$ cat src/rtl/mac_operand_feeder_pkg.sv
// Shared definitions for the MAC operand feeder.
//   - Default operand width and MAC latency.
//   - Bit positions of the fields inside a buffered FIFO entry {last, b, a}.
//   - Width and wrap-around increment of the completed-vector counter.
package mac_operand_feeder_pkg;

    localparam int DATA_W_DEF  = 8;
    localparam int MAC_LAT_DEF = 1;
    localparam int VEC_CNT_W   = 8;

    // Entry layout, LSB first: a[DATA_W-1:0], b[DATA_W-1:0], last.
    function automatic int entry_a_lsb(input int data_w);
        return 0;
    endfunction

    function automatic int entry_b_lsb(input int data_w);
        return data_w;
    endfunction

    function automatic int entry_last_bit(input int data_w);
        return 2 * data_w;
    endfunction

    function automatic int entry_w(input int data_w);
        return 2 * data_w + 1;
    endfunction

    // The counter wraps 255 -> 0 by plain modular addition.
    function automatic logic [VEC_CNT_W-1:0] vec_count_next(
        input logic [VEC_CNT_W-1:0] cur,
        input logic                 inc
    );
        return cur + VEC_CNT_W'(inc);
    endfunction

endpackage

$ cat src/rtl/mac_operand_feeder_sync_fifo.sv
// sync_fifo: single-clock FIFO with a registered write-ready flag.
// Ports:
//   clk, rst   clock and synchronous active-high reset
//   wr_valid   writer offers wr_data
//   wr_ready   registered "not full"; a write happens on wr_valid && wr_ready
//   wr_data    entry to store
//   rd_en      consumer wants the head entry this cycle
//   empty      no entry stored
//   rd_data    head entry (only meaningful when !empty)
module sync_fifo #(
    parameter int WIDTH = 17,
    parameter int DEPTH = 4
) (
    input  logic             clk,
    input  logic             rst,
    input  logic             wr_valid,
    output logic             wr_ready,
    input  logic [WIDTH-1:0] wr_data,
    input  logic             rd_en,
    output logic             empty,
    output logic [WIDTH-1:0] rd_data
);

    localparam int PTR_W = $clog2(DEPTH);
    localparam logic [PTR_W:0] FULL_CNT = (PTR_W + 1)'(DEPTH);

    logic [WIDTH-1:0] mem [DEPTH];
    logic [PTR_W-1:0] wr_ptr;
    logic [PTR_W-1:0] rd_ptr;
    logic [PTR_W:0]   count;
    logic [PTR_W:0]   count_next;
    logic             ready_q;
    logic             push;
    logic             pop;

    // wr_ready is low while full, so a pop in the same cycle never lets a
    // write slip through; the slot reopens one cycle later.
    assign push     = wr_valid && ready_q;
    assign pop      = rd_en && (count != '0);
    assign empty    = (count == '0);
    assign wr_ready = ready_q;
    assign rd_data  = mem[rd_ptr];

    always_comb begin
        count_next = count;
        case ({push, pop})
            2'b10:   count_next = count + (PTR_W + 1)'(1);
            2'b01:   count_next = count - (PTR_W + 1)'(1);
            default: count_next = count;
        endcase
    end

    always_ff @(posedge clk) begin
        if (rst) begin
            wr_ptr  <= '0;
            rd_ptr  <= '0;
            count   <= '0;
            ready_q <= 1'b0;
        end else begin
            // DEPTH is a power of two, so pointers wrap naturally.
            if (push) wr_ptr <= wr_ptr + PTR_W'(1);
            if (pop)  rd_ptr <= rd_ptr + PTR_W'(1);
            count   <= count_next;
            ready_q <= (count_next != FULL_CNT);
        end
    end

    always_ff @(posedge clk) begin
        if (push) mem[wr_ptr] <= wr_data;
    end

endmodule

$ cat src/rtl/mac_operand_feeder.sv
// mac_operand_feeder: buffers (A,B) operand pairs and streams them into
// MAC_simple as vectors, flagging the first element of each vector with
// Clear_and_Mult and pulsing dot_done once the MAC output holds the result.
// Ports:
//   clk, rst         clock and synchronous active-high reset
//   in_valid/ready   operand source handshake
//   in_a, in_b       operand pair
//   in_last          pair closes its vector
//   mac_hold         downstream stall; bubbles are issued while high
//   Clear_and_Mult   to MAC: clear accumulator and start a new product
//   Data_A, Data_B   to MAC operands (zero during bubbles)
//   dot_done         one-cycle pulse when MAC Output_2 holds a finished vector
//   vec_count        completed vectors since reset, wrapping
module mac_operand_feeder
    import mac_operand_feeder_pkg::*;
#(
    parameter int DATA_W  = DATA_W_DEF,
    parameter int DEPTH   = 4,
    parameter int MAC_LAT = MAC_LAT_DEF
) (
    input  logic                 clk,
    input  logic                 rst,
    input  logic                 in_valid,
    output logic                 in_ready,
    input  logic [DATA_W-1:0]    in_a,
    input  logic [DATA_W-1:0]    in_b,
    input  logic                 in_last,
    input  logic                 mac_hold,
    output logic                 Clear_and_Mult,
    output logic [DATA_W-1:0]    Data_A,
    output logic [DATA_W-1:0]    Data_B,
    output logic                 dot_done,
    output logic [VEC_CNT_W-1:0] vec_count
);

    localparam int EW     = entry_w(DATA_W);
    localparam int A_LSB  = entry_a_lsb(DATA_W);
    localparam int B_LSB  = entry_b_lsb(DATA_W);
    localparam int L_BIT  = entry_last_bit(DATA_W);

    logic [EW-1:0]        wr_entry;
    logic [EW-1:0]        head;
    logic                 fifo_empty;
    logic                 pop;
    logic [DATA_W-1:0]    head_a;
    logic [DATA_W-1:0]    head_b;
    logic                 head_last;

    logic [DATA_W-1:0]    data_a_p0;
    logic [DATA_W-1:0]    data_b_p0;
    logic                 clr_p0;
    logic                 first;
    // Bit 0 is registered alongside the issued element; the remaining
    // MAC_LAT bits model the MAC's own latency to Output_2.
    logic [MAC_LAT:0]     done_sr;
    logic [VEC_CNT_W-1:0] vec_count_q;

    always_comb begin
        wr_entry                       = '0;
        wr_entry[A_LSB +: DATA_W]      = in_a;
        wr_entry[B_LSB +: DATA_W]      = in_b;
        wr_entry[L_BIT]                = in_last;
    end

    assign head_a    = head[A_LSB +: DATA_W];
    assign head_b    = head[B_LSB +: DATA_W];
    assign head_last = head[L_BIT];
    assign pop       = !fifo_empty && !mac_hold;

    sync_fifo #(
        .WIDTH (EW),
        .DEPTH (DEPTH)
    ) u_fifo (
        .clk      (clk),
        .rst      (rst),
        .wr_valid (in_valid),
        .wr_ready (in_ready),
        .wr_data  (wr_entry),
        .rd_en    (!mac_hold),
        .empty    (fifo_empty),
        .rd_data  (head)
    );

    // Issue stage p0: head entry or a zero bubble onto the MAC operands.
    always_ff @(posedge clk) begin
        if (rst) begin
            data_a_p0 <= '0;
            data_b_p0 <= '0;
            clr_p0    <= 1'b0;
            first     <= 1'b1;
        end else if (pop) begin
            data_a_p0 <= head_a;
            data_b_p0 <= head_b;
            clr_p0    <= first;
            first     <= head_last;
        end else begin
            // Bubble: the MAC adds 0, so a held or starved vector keeps
            // its partial sum and resumes without a clear.
            data_a_p0 <= '0;
            data_b_p0 <= '0;
            clr_p0    <= 1'b0;
        end
    end

    // Completion tracking: runs regardless of mac_hold.
    always_ff @(posedge clk) begin
        if (rst) begin
            done_sr     <= '0;
            vec_count_q <= '0;
        end else begin
            done_sr     <= {done_sr[MAC_LAT-1:0], pop && head_last};
            // Counts at the edge that raises dot_done, so vec_count already
            // includes the vector during its dot_done cycle.
            vec_count_q <= vec_count_next(vec_count_q, done_sr[MAC_LAT-1]);
        end
    end

    assign Clear_and_Mult = clr_p0;
    assign Data_A         = data_a_p0;
    assign Data_B         = data_b_p0;
    assign dot_done       = done_sr[MAC_LAT];
    assign vec_count      = vec_count_q;

endmodule
$ cat config.mk
export PLATFORM = sky130hd
export DESIGN_NAME = mac_operand_feeder
export DESIGN_NICKNAME = d
export VERILOG_FILES = /design/src/rtl/mac_operand_feeder_pkg.sv /design/src/rtl/mac_operand_feeder_sync_fifo.sv /design/src/rtl/mac_operand_feeder.sv
export SDC_FILE = /design/constraint.sdc
export NUM_CORES = 1
export LEC_CHECK = 0
export CORE_MARGIN = 2
export CORE_UTILIZATION = 55
export DETAILED_ROUTE_END_ITERATION = 7
export PLACE_DENSITY = 0.79
export SLEW_MARGIN = 15
export SYNTH_ARGS = -nofsm -noshare
export SYNTH_HDL_FRONTEND = slang
export SYNTH_SLANG_ARGS = --single-unit
$ cat constraint.sdc
create_clock -name clk -period 5 [get_ports clk]
set_input_delay 1 -clock clk [delete_from_list [all_inputs] [get_ports clk]]
set_output_delay 1 -clock clk [all_outputs]
set_load 0.01 [all_outputs]
Word level (Yosys, flattened, before mapping)
Memory sizes are Yosys's and may differ from the RTL's. A register that Yosys moved wholly into a read port is not among the register bits.
Cells that the tools add are included.
{ "totals": {"regBits": 36, "mem_bits_rw": 68, "word_cells": 34, "mem_count": 1} }
{ "op_classes": {"n_addsub": 5, "eq_ne": 3, "muxes": 5, "bitwise": 1, "n_reduce_logical": 9} }
{ "mem_list": {"columns": ["name", "words", "word_bits", "read_ports", "rd_ports_with_merged_regs", "write_ports", "line", "source"], "rows": [
  ["u_fifo.mem", 4, 17, 1, 1, 1, "mac_operand_feeder_sync_fifo.sv:27", "logic [WIDTH-1:0] mem [DEPTH];"]
]} }
{ "op_table": {"columns": ["cell", "n"], "rows": [
  ["8-bit by 1-bit adder with 8-bit output", 1],
  ["3-bit one-hot mux with 2 select lines", 1],
  ["2-bit by 1-bit adder with 2-bit output (second input constant)", 2],
  ["1-bit logical AND", 4],
  ["2-bit two-way mux", 2],
  ["3-bit by 1-bit adder with 3-bit output (second input constant)", 1],
  ["3-bit zero test", 1],
  ["3-bit != test (second input constant)", 1],
  ["3-bit nonzero test", 1],
  ["3-bit by 1-bit subtractor with 3-bit output (second input constant)", 1],
  ["2-bit by 1-bit == test with 1-bit output (second input constant)", 1],
  ["2-bit == test (second input constant)", 1],
  ["1-bit zero test", 2],
  ["1-bit two-way mux", 2],
  ["2-bit OR reduction", 1],
  ["1-bit NOT", 1]
]} }

Logic depth before layout (Yosys ltp)
Gate-level depths: netlist of run 1.
{ "depth": {"depth_word": 5, "ltp_mapped": 8, "ltp_nobuf": 8} }

Modules after synthesis
A second synthesis of run 1 with hierarchy kept.
{ "hier_totals": {"hier_cells": 225, "hier_area_um2": 3878.7} }
{ "by_module_without_submodules": {"columns": ["module", "instances", "cells_per_inst", "area_each_um2", "seq_area_each_um2"], "rows": [
  ["sync_fifo", 1, 145, 2996.6, 2242.2],
  ["mac_operand_feeder", 1, 80, 882.1, 560.5]
]} }

Worst setup path before layout of run 1
No wires, ideal clock.
{ "synth_timing": {"path_kind": "input to register", "startpoint": "input port mac_hold", "endpoint": "register u_fifo.ready_q (netlist: u_fifo.wr_ready)", "setup_time_ns": 0.116, "arrival_ns": 2.453, "required_time_ns": 4.884, "setup_slack_ns": 2.430, "stages": 7, "path_buffers": 0, "path_cell_list": "nor2_1 ha_1 inv_1 fa_1 xor2_1 or3_1 a31o_2"} }
{ "synth_via": {"elab_chain_cells": 5, "elab_cells_between_ends": 6, "cone_classes": "eq/ne: 3; mux: 1; reduce/logical: 2"} }
{ "synth_rtl": {"columns": ["item", "line", "source"], "rows": [
  ["start: declaration", "mac_operand_feeder.sv:28", "input logic mac_hold,"],
  ["1-bit zero test (*)", "mac_operand_feeder.sv:79", ".rd_en (!mac_hold),"],
  ["1-bit logical AND (*)", "mac_operand_feeder_sync_fifo.sv:39", "assign pop = rd_en && (count != '0);"],
  ["2-bit by 1-bit == test with 1-bit output or 2-bit == test (tied branches)", "mac_operand_feeder_sync_fifo.sv:46", "case ({push, pop})"],
  ["3-bit one-hot mux with 2 select lines (*)", "mac_operand_feeder_sync_fifo.sv:46", null],
  ["3-bit != test (*)", "mac_operand_feeder_sync_fifo.sv:64", "ready_q <= (count_next != FULL_CNT);"],
  ["end signal: assignment", "mac_operand_feeder_sync_fifo.sv:64", null],
  ["end: declaration", "mac_operand_feeder_sync_fifo.sv:32", "logic ready_q;"]
]} }
Every way passes the cells marked *; elsewhere a longest branch is shown, timed or not.
A chain may end at the register's enable or synchronous reset.

Final worst setup path of run 1
Same ends and word-level chain as after synthesis.

==> results of run 1 <==
==> final cells by class <==
cell class                 count  area, µm²  share of cell area
tap                           96        120              0.0263
clock inverter                 7       58.8              0.0129
sequential                   106       2800               0.613
multi-input combinational    102        970               0.212
clock buffer                   9        124              0.0271
inverter                       7       26.3             0.00575
timing repair buffer          47        470               0.103
==> worst max-delay path: cells and delay by family <==
family	cells	cell delay [ns]
AOI/OAI and AO/OA	1	0.25
xor gates and xnor gates	1	0.16
adders and majority gates	2	0.59
buffers and inverters	2	0.55
and+or+nand+nor	2	0.55
==> cells by family after synthesis <==
logic type | Yosys count | share of synthesized area
xor+xnor | 5 | 0.0114
simple gates | 53 | 0.0776
compound gates | 19 | 0.0295
flops | 106 | 0.727
buf+inv | 15 | 0.0214
mux | 17 | 0.105
fa+ha+maj | 8 | 0.0279
==> metrics by stage <==
stage / total power [mW] / cell area (µm²)
floorplan: 1.44 / 3850
global placement: 1.56 / 4390
detailed placement: 1.57 / 4390
CTS: 2.05 / 4570
global route: 2.13 / 4570
finish: 2.03 / 4570
==> state kept, by name, summed over array words and instances, names as in the netlist, 2 cells and up, named ones only <==
signal	count
Data_B	8
u_fifo.count	3
u_fifo.mem	68
u_fifo.wr_ptr	2
vec_count	8
Data_A	8
u_fifo.rd_ptr	2
done_sr	2
==> worst min-delay path by stage <==
| stage | start | end | slack, ns | cells past startpoint |
|---|---|---|---|---|
| after floorplan | done_sr[0]$_SDFF_PP0_ | done_sr[1]$_SDFF_PP0_ | 0.44 | 1 |
| after global placement | vec_count[7]$_SDFF_PP0_ | vec_count[7]$_SDFF_PP0_ | 0.46 | 2 |
| after detailed placement | done_sr[0]$_SDFF_PP0_ | done_sr[1]$_SDFF_PP0_ | 0.47 | 1 |
| after CTS | done_sr[0]$_SDFF_PP0_ | done_sr[1]$_SDFF_PP0_ | 0.48 | 1 |
| after global routing | done_sr[0]$_SDFF_PP0_ | done_sr[1]$_SDFF_PP0_ | 0.49 | 1 |
| final | done_sr[0]$_SDFF_PP0_ | done_sr[1]$_SDFF_PP0_ | 0.48 | 1 |
==> layer usage <==
| layer | vias to the layer above | track usage | share of wire | routed length (µm) |
|---|---|---|---|---|
| met4 | 0 | 0.0671 | 0.013 | 72 |
| met5 | - | 0 | 0 | 0 |
| met3 | 6 | 0.0434 | 0.041 | 234 |
| li1 | 941 | - | - | - |
| met2 | 46 | 0.271 | 0.53 | 3030 |
| met1 | 937 | 0.204 | 0.42 | 2420 |
==> cells in the final DEF, fill, tap and decap left out, types with 2 or more instances in the layout <==
master and count:
mux4_2 11, edfxtp_1 68, nand2_1 5, dfxtp_1 38
xnor2_1 2, nand3_1 4, inv_1 7, and3_1 5
or3_1 5, nor2b_1 22, inv_6 3, o21ai_0 4
nor2_1 8, ha_1 7, clkdlybuf4s50_1 47, xor2_1 3
clkbuf_8 9, a21oi_1 9, or4_1 2, o31ai_1 2
mux4_1 6
==> power breakdown <==
part	total [mW]	switching (mW)	internal, mW
clock network	0.485	0.295	0.190
logic	0.417	0.178	0.239
registers	1.13	0.0791	1.05
==> results by group, run 1 <==
Outcome
  • Outcome: finished, final reports clean

Setup path
  • Critical path origin: mac_hold
  • CP Data Arrival Time: 3.10 ns
  • Slowest cell on the critical path: clkdlybuf4s50_1
  • CP required: 5.26 ns
  • Cells on worst reg2reg path: 8
  • Crit path to: u_fifo.wr_ready$_SDFF_PP0_
  • CP Launch Type: input port
  • Setup CP Type: input port to flop
  • Reg2reg start: u_fifo.count[1]$_SDFF_PP0_
  • Critical Path, Cell by Cell: clkdlybuf4s50_1 -> nor2_1 -> ha_1 -> inv_1 -> fa_1 -> xor2_1 -> or3_1 -> a31o_2
  • Reg-to-Reg End: u_fifo.wr_ready$_SDFF_PP0_
  • Delay of the slowest critical-path stage: 0.49 ns
  • Setup slack, reg-to-reg: 2.85 ns
  • Worst setup EP type: flop
  • Crit-path max FO: 7

Synthesis
  • Count leader, synth: edfxtp_1
  • Number of flops mapped to enable cells by yosys: 68
  • Top post-synthesis cells by area: edfxtp_1 (53%), dfxtp_1 (20%), mux4_2 (6.4%)
  • Synth Flop Type: edfxtp_1
  • Post-synthesis async set-or-reset flop share: 0
  • Syn Area/Cell: 17.3 µm²
  • Syn_nets: 252
  • Commonest cells post-synth: edfxtp_1 (68), dfxtp_1 (38), nor2b_1 (22)
  • Yosys top cell area share: 0.530
  • #FFs+latches synth: 106
  • Synth Instances: 223
  • Post-synthesis sequential area ratio: 0.727
  • Cell taking the most area after synthesis: edfxtp_1
  • Area of the mapped netlist: 3850 µm²
  • Count of warnings emitted by yosys: 0
  • Synth cell types: 29

STA
  • Count of final max-slew check failures: 0
  • RSZ-0062 raised after global routing: no
  • Final hold violation count: 0
  • Setup TNS: 0 ns
  • Actual slew at the worst max-slew pin: 1.05 ns
  • Final worst slack: 2.17 ns
  • Clk_skew: 0.00971 ns
  • Final setup fails: 0
  • FMAX: 353 MHz
  • Max transition margin: 0.297
  • Worst hold slack: 0.475 ns
  • Final period utilization: 0.566
  • Final min period: 2.83 ns

Clock network
  • # resized after CTS: 0
  • Clock Latency Late Sink: 0.36 ns
  • Clock slew at reported path FFs: 0.10 ns
  • Clock Tree Root: clkbuf_8
  • H-tree depth: 3
  • CTS tree: built
  • Post-CTS setup buffers: 0
  • Cts hold-fix bufs: 0
  • Clock tree buffer depth: 2
  • Number of clock sinks: 106
  • CTS Buf Count: 9

Routing
  • Detail Route Antenna Nets: 0
  • Routed wire length: 5.76 mm
  • DR WL/cell: 15.4 µm
  • DRC errors left: 0
  • Via/cell ratio: 5.16
  • DRT Pass-1 Iters: 4
  • Initial drt markers: 78
  • DR vias: 1930

Cells and area
  • Non-Filler Instances: 374
  • Filler cell count: 453
  • N_diodes: 0
  • Layout cells sized above 1: 0.104
  • Final Util: 0.673
  • Net count, final: 302
  • Synthesis-to-layout area growth: 18.6%

Global routing
  • Global-route wire length before repair: 9.07 mm
  • Vias in the first global route: 1862
  • Overflow after GRT: 0
  • GRT Resource Usage Total: 0.163
  • Initial antenna violation count: 0
  • Largest net degree at the start of global routing: 22

Pwr
  • Cell leakage power: 1.52 nW
  • Pwr Density: 444 nW/µm²
  • Max VDD drop: 0.263 mV

Floorplan
  • FP Rows: 30
  • Die Wd: 87.7 µm
  • Core area: 6790 µm²
  • Initial Util: 0.567
  • Die height: 87.7 µm
  • Die ar.: 7690 µm²
  • Io pins: 48

Placed design
  • Placed Cells: 358
  • DP HPWL: 3.59 mm
  • Worst slack, placed: 1.79 ns
  • IO Port Bufs: 47
  • Routability cong.: 0.739

Min path
  • Worst Hold Class: flop to flop

Flow run
  • Max-cap violation count: 0
Power figures use the tool's default switching activity.
==> run 2: changes to the inputs <==
--- a/config.mk
+++ b/config.mk
@@ -6,9 +6,9 @@
 export NUM_CORES = 1
 export LEC_CHECK = 0
 export CORE_MARGIN = 2
-export CORE_UTILIZATION = 55
+export CORE_UTILIZATION = 54
 export DETAILED_ROUTE_END_ITERATION = 7
-export PLACE_DENSITY = 0.79
+export PLACE_DENSITY = 0.78
 export SLEW_MARGIN = 15
 export SYNTH_ARGS = -nofsm -noshare
 export SYNTH_HDL_FRONTEND = slang
==> constraint.sdc (replaced) <==
create_clock -name clk -period 2.7 [get_ports clk]
set_input_delay 0.54 -clock clk [delete_from_list [all_inputs] [get_ports clk]]
set_output_delay 0.54 -clock clk [all_outputs]
set_load 0.01 [all_outputs]
==> run 2 against run 1 <==
Net effect: sequential power up 82%; largest power group unchanged; sequential cell count is the same; largest cell class unchanged; critical path type unchanged; die area rose by 1.8%; via count rose by 4.1%; non-clock buffer count rose by 10; clock power grew 74%; sequential share of layout area is 0.84 points lower.
==> results by group, run 2 (synthesis results as in run 1) <==
Global routing
  • GRT Resource Usage Total: 0.172 (was 0.163)
  • Initial antenna violation count: 0 (unchanged)
  • Overflow after GRT: 0 (unchanged)
  • Met2 GRT Util: 0.290 (was 0.271)
  • Global-route wire length before repair: 9.58 mm (was 9.07 mm)
  • Grt met1 use: 0.214 (was 0.204)
  • Top Usage Layer GRT: met2 (unchanged)
  • Largest net degree at the start of global routing: 21 (was 22)
  • M3 GR Usage: 0.0401 (was 0.0434)
  • Vias in the first global route: 1965 (was 1862)

Setup path
  • Delay of the slowest critical-path stage: 0.42 ns (was 0.49 ns)
  • Reg2reg start: u_fifo.count[1]$_SDFF_PP0_ (unchanged)
  • Crit-path max FO: 3 (was 7)
  • Slowest cell on the critical path: clkdlybuf4s50_1 (unchanged)
  • Cells on worst reg2reg path: 8 (unchanged)
  • CP Launch Type: input port (unchanged)
  • CP Data Arrival Time: 2.57 ns (was 3.10 ns)
  • Largest delay share family, worst path: adder cells (unchanged)
  • Setup slack, reg-to-reg: 0.50 ns (was 2.85 ns)
  • Critical path buffers and inverters: 2 (unchanged)
  • CP required: 2.96 ns (was 5.26 ns)
  • Critical Path, Cell by Cell: clkdlybuf4s50_1 -> nor2_1 -> ha_1 -> inv_1 -> fa_1 -> xor2_1 -> or3_1 -> a31o_2 (unchanged)
  • Worst setup EP type: flop (unchanged)
  • Reg-to-Reg End: u_fifo.wr_ready$_SDFF_PP0_ (unchanged)
  • Setup CP Type: input port to flop (unchanged)

Clock network
  • H-tree depth: 3 (unchanged)
  • CTS Buf Count: 9 (unchanged)
  • Clock Latency Late Sink: 0.36 ns (about the same)
  • Number of clock sinks: 106 (unchanged)
  • Clock tree buffer depth: 2 (unchanged)
  • Post-CTS setup buffers: 0 (unchanged)
  • # resized after CTS: 0 (unchanged)
  • Clock slew at reported path FFs: 0.09 ns (was 0.10 ns)
  • Clock Tree Root: clkbuf_8 (unchanged)
  • Cts hold-fix bufs: 0 (unchanged)
  • CTS tree: built (unchanged)

Routing
  • DR WL/cell: 16.0 µm (was 15.4 µm)
  • DR vias: 2010 (was 1930)
  • DRC errors left: 0 (unchanged)
  • Routed wire length: 6.13 mm (was 5.76 mm)
  • Initial drt markers: 88 (was 78)
  • DRT Pass-1 Iters: 4 (unchanged)
  • Via/cell ratio: 5.23 (was 5.16)
  • Detail Route Antenna Nets: 0 (unchanged)

Outcome
  • Outcome: finished, final reports clean (unchanged)

STA
  • Setup TNS: 0 ns (unchanged)
  • Actual slew at the worst max-slew pin: 0.726 ns (was 1.05 ns)
  • Final worst slack: 0.391 ns (was 2.17 ns)
  • Worst hold slack: 0.468 ns (was 0.475 ns)
  • Final period utilization: 0.855
  • Max transition margin: 0.515 (was 0.297)
  • Final setup fails: 0 (unchanged)
  • Final hold violation count: 0 (unchanged)
  • Clk_skew: 0.00571 ns (was 0.00971 ns)
  • Final min period: 2.31 ns
  • FMAX: 433 MHz
  • RSZ-0062 raised after global routing: no (unchanged)
  • Count of final max-slew check failures: 0 (unchanged)

Placed design
  • Worst slack, placed: 0.00576 ns (was 1.79 ns)
  • Routability cong.: 0.715 (was 0.739)
  • IO Port Bufs: 47 (unchanged)
  • DP HPWL: 3.98 mm (was 3.59 mm)

Min path
  • Min-Delay Path Depth: 1 (unchanged)
  • Endpoint, Worst Hold: done_sr[1]$_SDFF_PP0_ (unchanged)
  • Hold path startpoint: done_sr[0]$_SDFF_PP0_ (unchanged)
  • Worst Hold Class: flop to flop (unchanged)

Cells and area
  • Final Util: 0.675 (was 0.673)
  • Commonest non-fill, non-tap cell in the layout: edfxtp_1 (unchanged)
  • Most flops, register: u_fifo.mem (unchanged)
  • N_diodes: 0 (unchanged)
  • Layout cells sized above 1: 0.128 (was 0.104)
  • Synthesis-to-layout area growth: 20.3% (was 18.6%)
  • Max reg flops: 68 (unchanged)
  • Most frequent cells in the layout: edfxtp_1 (68), clkdlybuf4s50_1 (47), dfxtp_1 (38) (unchanged)
  • Net count, final: 312 (was 302)
  • Filler cell count: 459 (was 453)

Floorplan
  • Die height: 88.5 µm (was 87.7 µm)
  • Core area: 6870 µm² (was 6790 µm²)
  • Initial Util: 0.561 (was 0.567)
  • Die ar.: 7830 µm² (was 7690 µm²)
  • FP Rows: 30 (unchanged)
  • Die Wd: 88.5 µm (was 87.7 µm)
  • Io pins: 48 (unchanged)

Pwr
  • Max VDD drop: 0.524 mV (was 0.263 mV)
  • Cell leakage power: 1.55 nW (was 1.52 nW)
  • Pwr Density: 810 nW/µm² (was 444 nW/µm²)

Flow run
  • Max-cap violation count: 0 (unchanged)
run 2: changes by cell type in the layout (fill, tap and decap cells not counted):
cell and change:
buf_4 +10, inv_6 -3, clkinvlp_4 +2, clkbuf_1 +1
clkinv_1 +1, clkinv_2 -1, clkinv_4 +1, inv_8 -1
run 2: worst max path at each step:
| stage | endpoint | depth (start not counted) | slack [ns] | from |
|---|---|---|---|---|
| after floorplan | u_fifo.wr_ready$_SDFF_PP0_ | 7 | 0.59 | mac_hold |
| after global placement | u_fifo.wr_ready$_SDFF_PP0_ | 8 | 0.06 | mac_hold |
| after detailed placement | u_fifo.wr_ready$_SDFF_PP0_ | 8 | 0.006 | mac_hold |
| after CTS | u_fifo.wr_ready$_SDFF_PP0_ | 8 | 0.40 | mac_hold |
| after global routing | u_fifo.wr_ready$_SDFF_PP0_ | 8 | 0.36 | mac_hold |
| final | u_fifo.wr_ready$_SDFF_PP0_ | 8 | 0.39 | mac_hold |
run 2: report_power, final:
part           internal [mW]  switching (mW)
Combinational          0.471           0.379
Sequential              1.94           0.121
Clock                  0.335           0.508
run 2: cell type report:
type	instances	area, µm²	share of cell area
clock buffers	10	128	0.0275
inverters	7	26.3	0.00567
multi-input cells	102	970	0.209
well taps	96	120	0.0259
repair buffers	57	546	0.118
flip-flops and latches	106	2800	0.605
clock inverters	6	43.8	0.00945
run 2: metal layers:
layer,vias to the layer above,wire (µm)
met2,46,3200
met5,-,0
met4,0,102
met1,999,2610
li1,958,-
met3,7,217
run 2: stage by stage:
stage / area [µm²] / total power [mW] / instances
finish: 4640 / 3.75 / 384
global route: 4640 / 3.96 / 384
CTS: 4640 / 3.80 / 384
detailed placement: 4460 / 2.96 / 368
global placement: 4460 / 2.92 / 368
floorplan: 3850 / 2.67 / 223
==> run 3: changes to the inputs <==
--- a/config.mk
+++ b/config.mk
@@ -5,6 +5,7 @@
 export SDC_FILE = /design/constraint.sdc
 export NUM_CORES = 1
 export LEC_CHECK = 0
+export CAP_MARGIN = 40
 export CORE_MARGIN = 2
 export CORE_UTILIZATION = 54
 export DETAILED_ROUTE_END_ITERATION = 7
==> results of run 3 <==
Final layout, timing and power as in run 2 (identical DEF).
==> RTL change, RTL diff (settings of run 2) <==
`DEPTH` is set to 4 in 2 places; all go to 8.
--- a/src/rtl/mac_operand_feeder_sync_fifo.sv
+++ b/src/rtl/mac_operand_feeder_sync_fifo.sv
@@ -10,5 +10,5 @@
 module sync_fifo #(
     parameter int WIDTH = 17,
-    parameter int DEPTH = 4
+    parameter int DEPTH = 8
 ) (
     input  logic             clk,
--- a/src/rtl/mac_operand_feeder.sv
+++ b/src/rtl/mac_operand_feeder.sv
@@ -16,5 +16,5 @@
 #(
     parameter int DATA_W  = DATA_W_DEF,
-    parameter int DEPTH   = 4,
+    parameter int DEPTH   = 8,
     parameter int MAC_LAT = MAC_LAT_DEF
 ) (
Formal check against the unedited RTL: not equivalent (Yosys sat finds a counterexample within 10 cycles, from zero or initial values and one cycle with rst high).
==> RTL change against run 2 <==
- sequential power up 62%
- power grew 96%
- non-clock buffer count is 20 higher
- cell area increased by 76%
- combinational power rose by 68%
- wire length grew 93%
- via count increased by 69%
- synthesized area grew 71%
- worst setup slack got worse by 0.25 ns
- sequential cell count grew 72
- critical endpoint unchanged
- largest cell class unchanged
==> RTL change: results (changes against run 2) <==
status - finished, final reports clean (unchanged)
worst hold start - done_sr[0] (unchanged)
first-pass GRT wire length - 18,980 um (was 9584 um)
largest net degree at the start of global routing - 18 (was 21)
CP max FO - 2 (was 3)
Finished Layout Cells - 596 (was 384)
slew margin rel. - 45.44% (was 51.53%)
R2R setup slack - 0.14 ns (was 0.50 ns)
CTS H-tree lvls - 4 (was 3)
fill count - 753 (was 459)
CP max stage cell - or4b_1 (was clkdlybuf4s50_1)
Total Routing Usage GR - 20.11% (was 17.25%)
sequential share of the synthesized area - 74.55% (was 72.70%)
worst setup margin - 0.1393 ns (was 0.3910 ns)
share of cells above drive strength 1 - 24.28% (was 12.85%)
GR met3 Demand/Resource - 4.711% (was 4.011%)
WHS - 0.4735 ns (was 0.4679 ns)
DR WL/cell - 19.86 um (was 15.96 um)
RR Endpoint - u_fifo.wr_ready (unchanged)
worst vdd ir - 476.3 uV (was 523.5 uV)
placed cell areas - 0.007495 mm^2 (was 0.004464 mm^2)
Post-DP HPWL - 7269 um (was 3983 um)
number of CTS-inserted buffers - 17 (was 9)
Crit Path Class - reg -> reg (was in -> reg)
initial antenna violation count - 0 (unchanged)
final clock skew - 0.009393 ns (was 0.005709 ns)
count of cell types in the netlist - 36 (was 29)
top post-synthesis cells by count - edfxtp_1, dfxtp_1, nor2_1, mux4_2, mux2i_1 (was edfxtp_1, dfxtp_1, nor2b_1, mux4_2, a21oi_1)
largest cells by area after synthesis - edfxtp_1, dfxtp_1, mux4_2 (unchanged)
adder-cell share of the synthesized area - 1.326% (was 2.791%)
Worst-path clk slew - 0.06 ns (was 0.09 ns)
delay-heaviest family, CP - simple AND/OR/NAND/NOR gates (was adder cells)
syn avg cell area - 18.56 um^2 (was 17.29 um^2)
Largest register FFs - 136 (was 68)
P_sw - 1800 uW (was 1008 uW)
start point of the critical path - u_fifo.count[1] (was mac_hold)
mux cell area share after synthesis - 14.79% (was 10.52%)
Reg2Reg Depth - 9 (was 8)
Largest stage delay, worst path - 0.46 ns (was 0.42 ns)
xor/xnor share of the synthesized area - 1.458% (was 1.136%)
Layout Nets - 464 (was 312)
CTS root buffer - clkbuf_16 (was clkbuf_8)
post-synthesis compound-gate area fraction - 1.345% (was 2.954%)
number of gates resized after cts - 0 (unchanged)
routed vias - 3,395 (was 2,010)
Net Count, Synth - 384 (was 252)
DR iter-0 viols - 205 (was 88)
Post-CTS Setup Bufs - 0 (unchanged)
Skew-Pair Late Insertion Delay - 0.42 ns (was 0.36 ns)
leakage - 0.002713 uW (was 0.001551 uW)
Largest Register - u_fifo.mem (unchanged)
GRT met1 Usage - 26.22% (was 21.45%)
dpl cells - 563 (was 368)
GPL Wtd Cong - 0.7968 (was 0.7146)
vias in the first global route - 3,570 (was 1,965)
Post-synth EDFFs - 136 (was 68)
asr flop ratio synth - 0% (unchanged)
GRT met2 Usage - 32.82% (was 28.98%)
Arr. time, crit path - 2.86 ns (was 2.57 ns)
pre-CTS WS - -0.4049 ns (was 0.005761 ns)
RTL change: layout make-up:
class / count / area, um^2 / area share, %
well taps: 147 / 183.9 / 2.258
repair buffers: 77 / 758.2 / 9.309
clock buffers: 18 / 429.2 / 5.269
multi-input cells: 161 / 1640 / 20.14
flip-flops and latches: 178 / 4928 / 60.51
inverters: 1 / 3.754 / 0.04608
clock inverters: 14 / 201.4 / 2.473
RTL change: cells by family after synthesis:
family / Yosys count
AND/OR/NAND/NOR: 75
flip-flops: 178
buffers and inverters: 17
AO/OA/AOI/OAI: 13
adder cells (fa/ha/maj): 7
XOR/XNOR: 11
multiplexers: 55
RTL change: power groups by stage:
stage	Combinational, uW	Clock [uW]	Sequential (uW)
6_report	1430	2580	3340
4_1_cts	1420	2620	3340
3_3_place_gp	1370	0	3390
3_5_place_dp	1410	0	3400
5_1_grt	1560	2730	3370
2_1_floorplan	968	0	3320
RTL change: metal layers:
layer	wire [um]	part of all wire (%)
met5	0	0
met4	176	1.5
met3	642	5.4
met2	6180	52
met1	4835	41
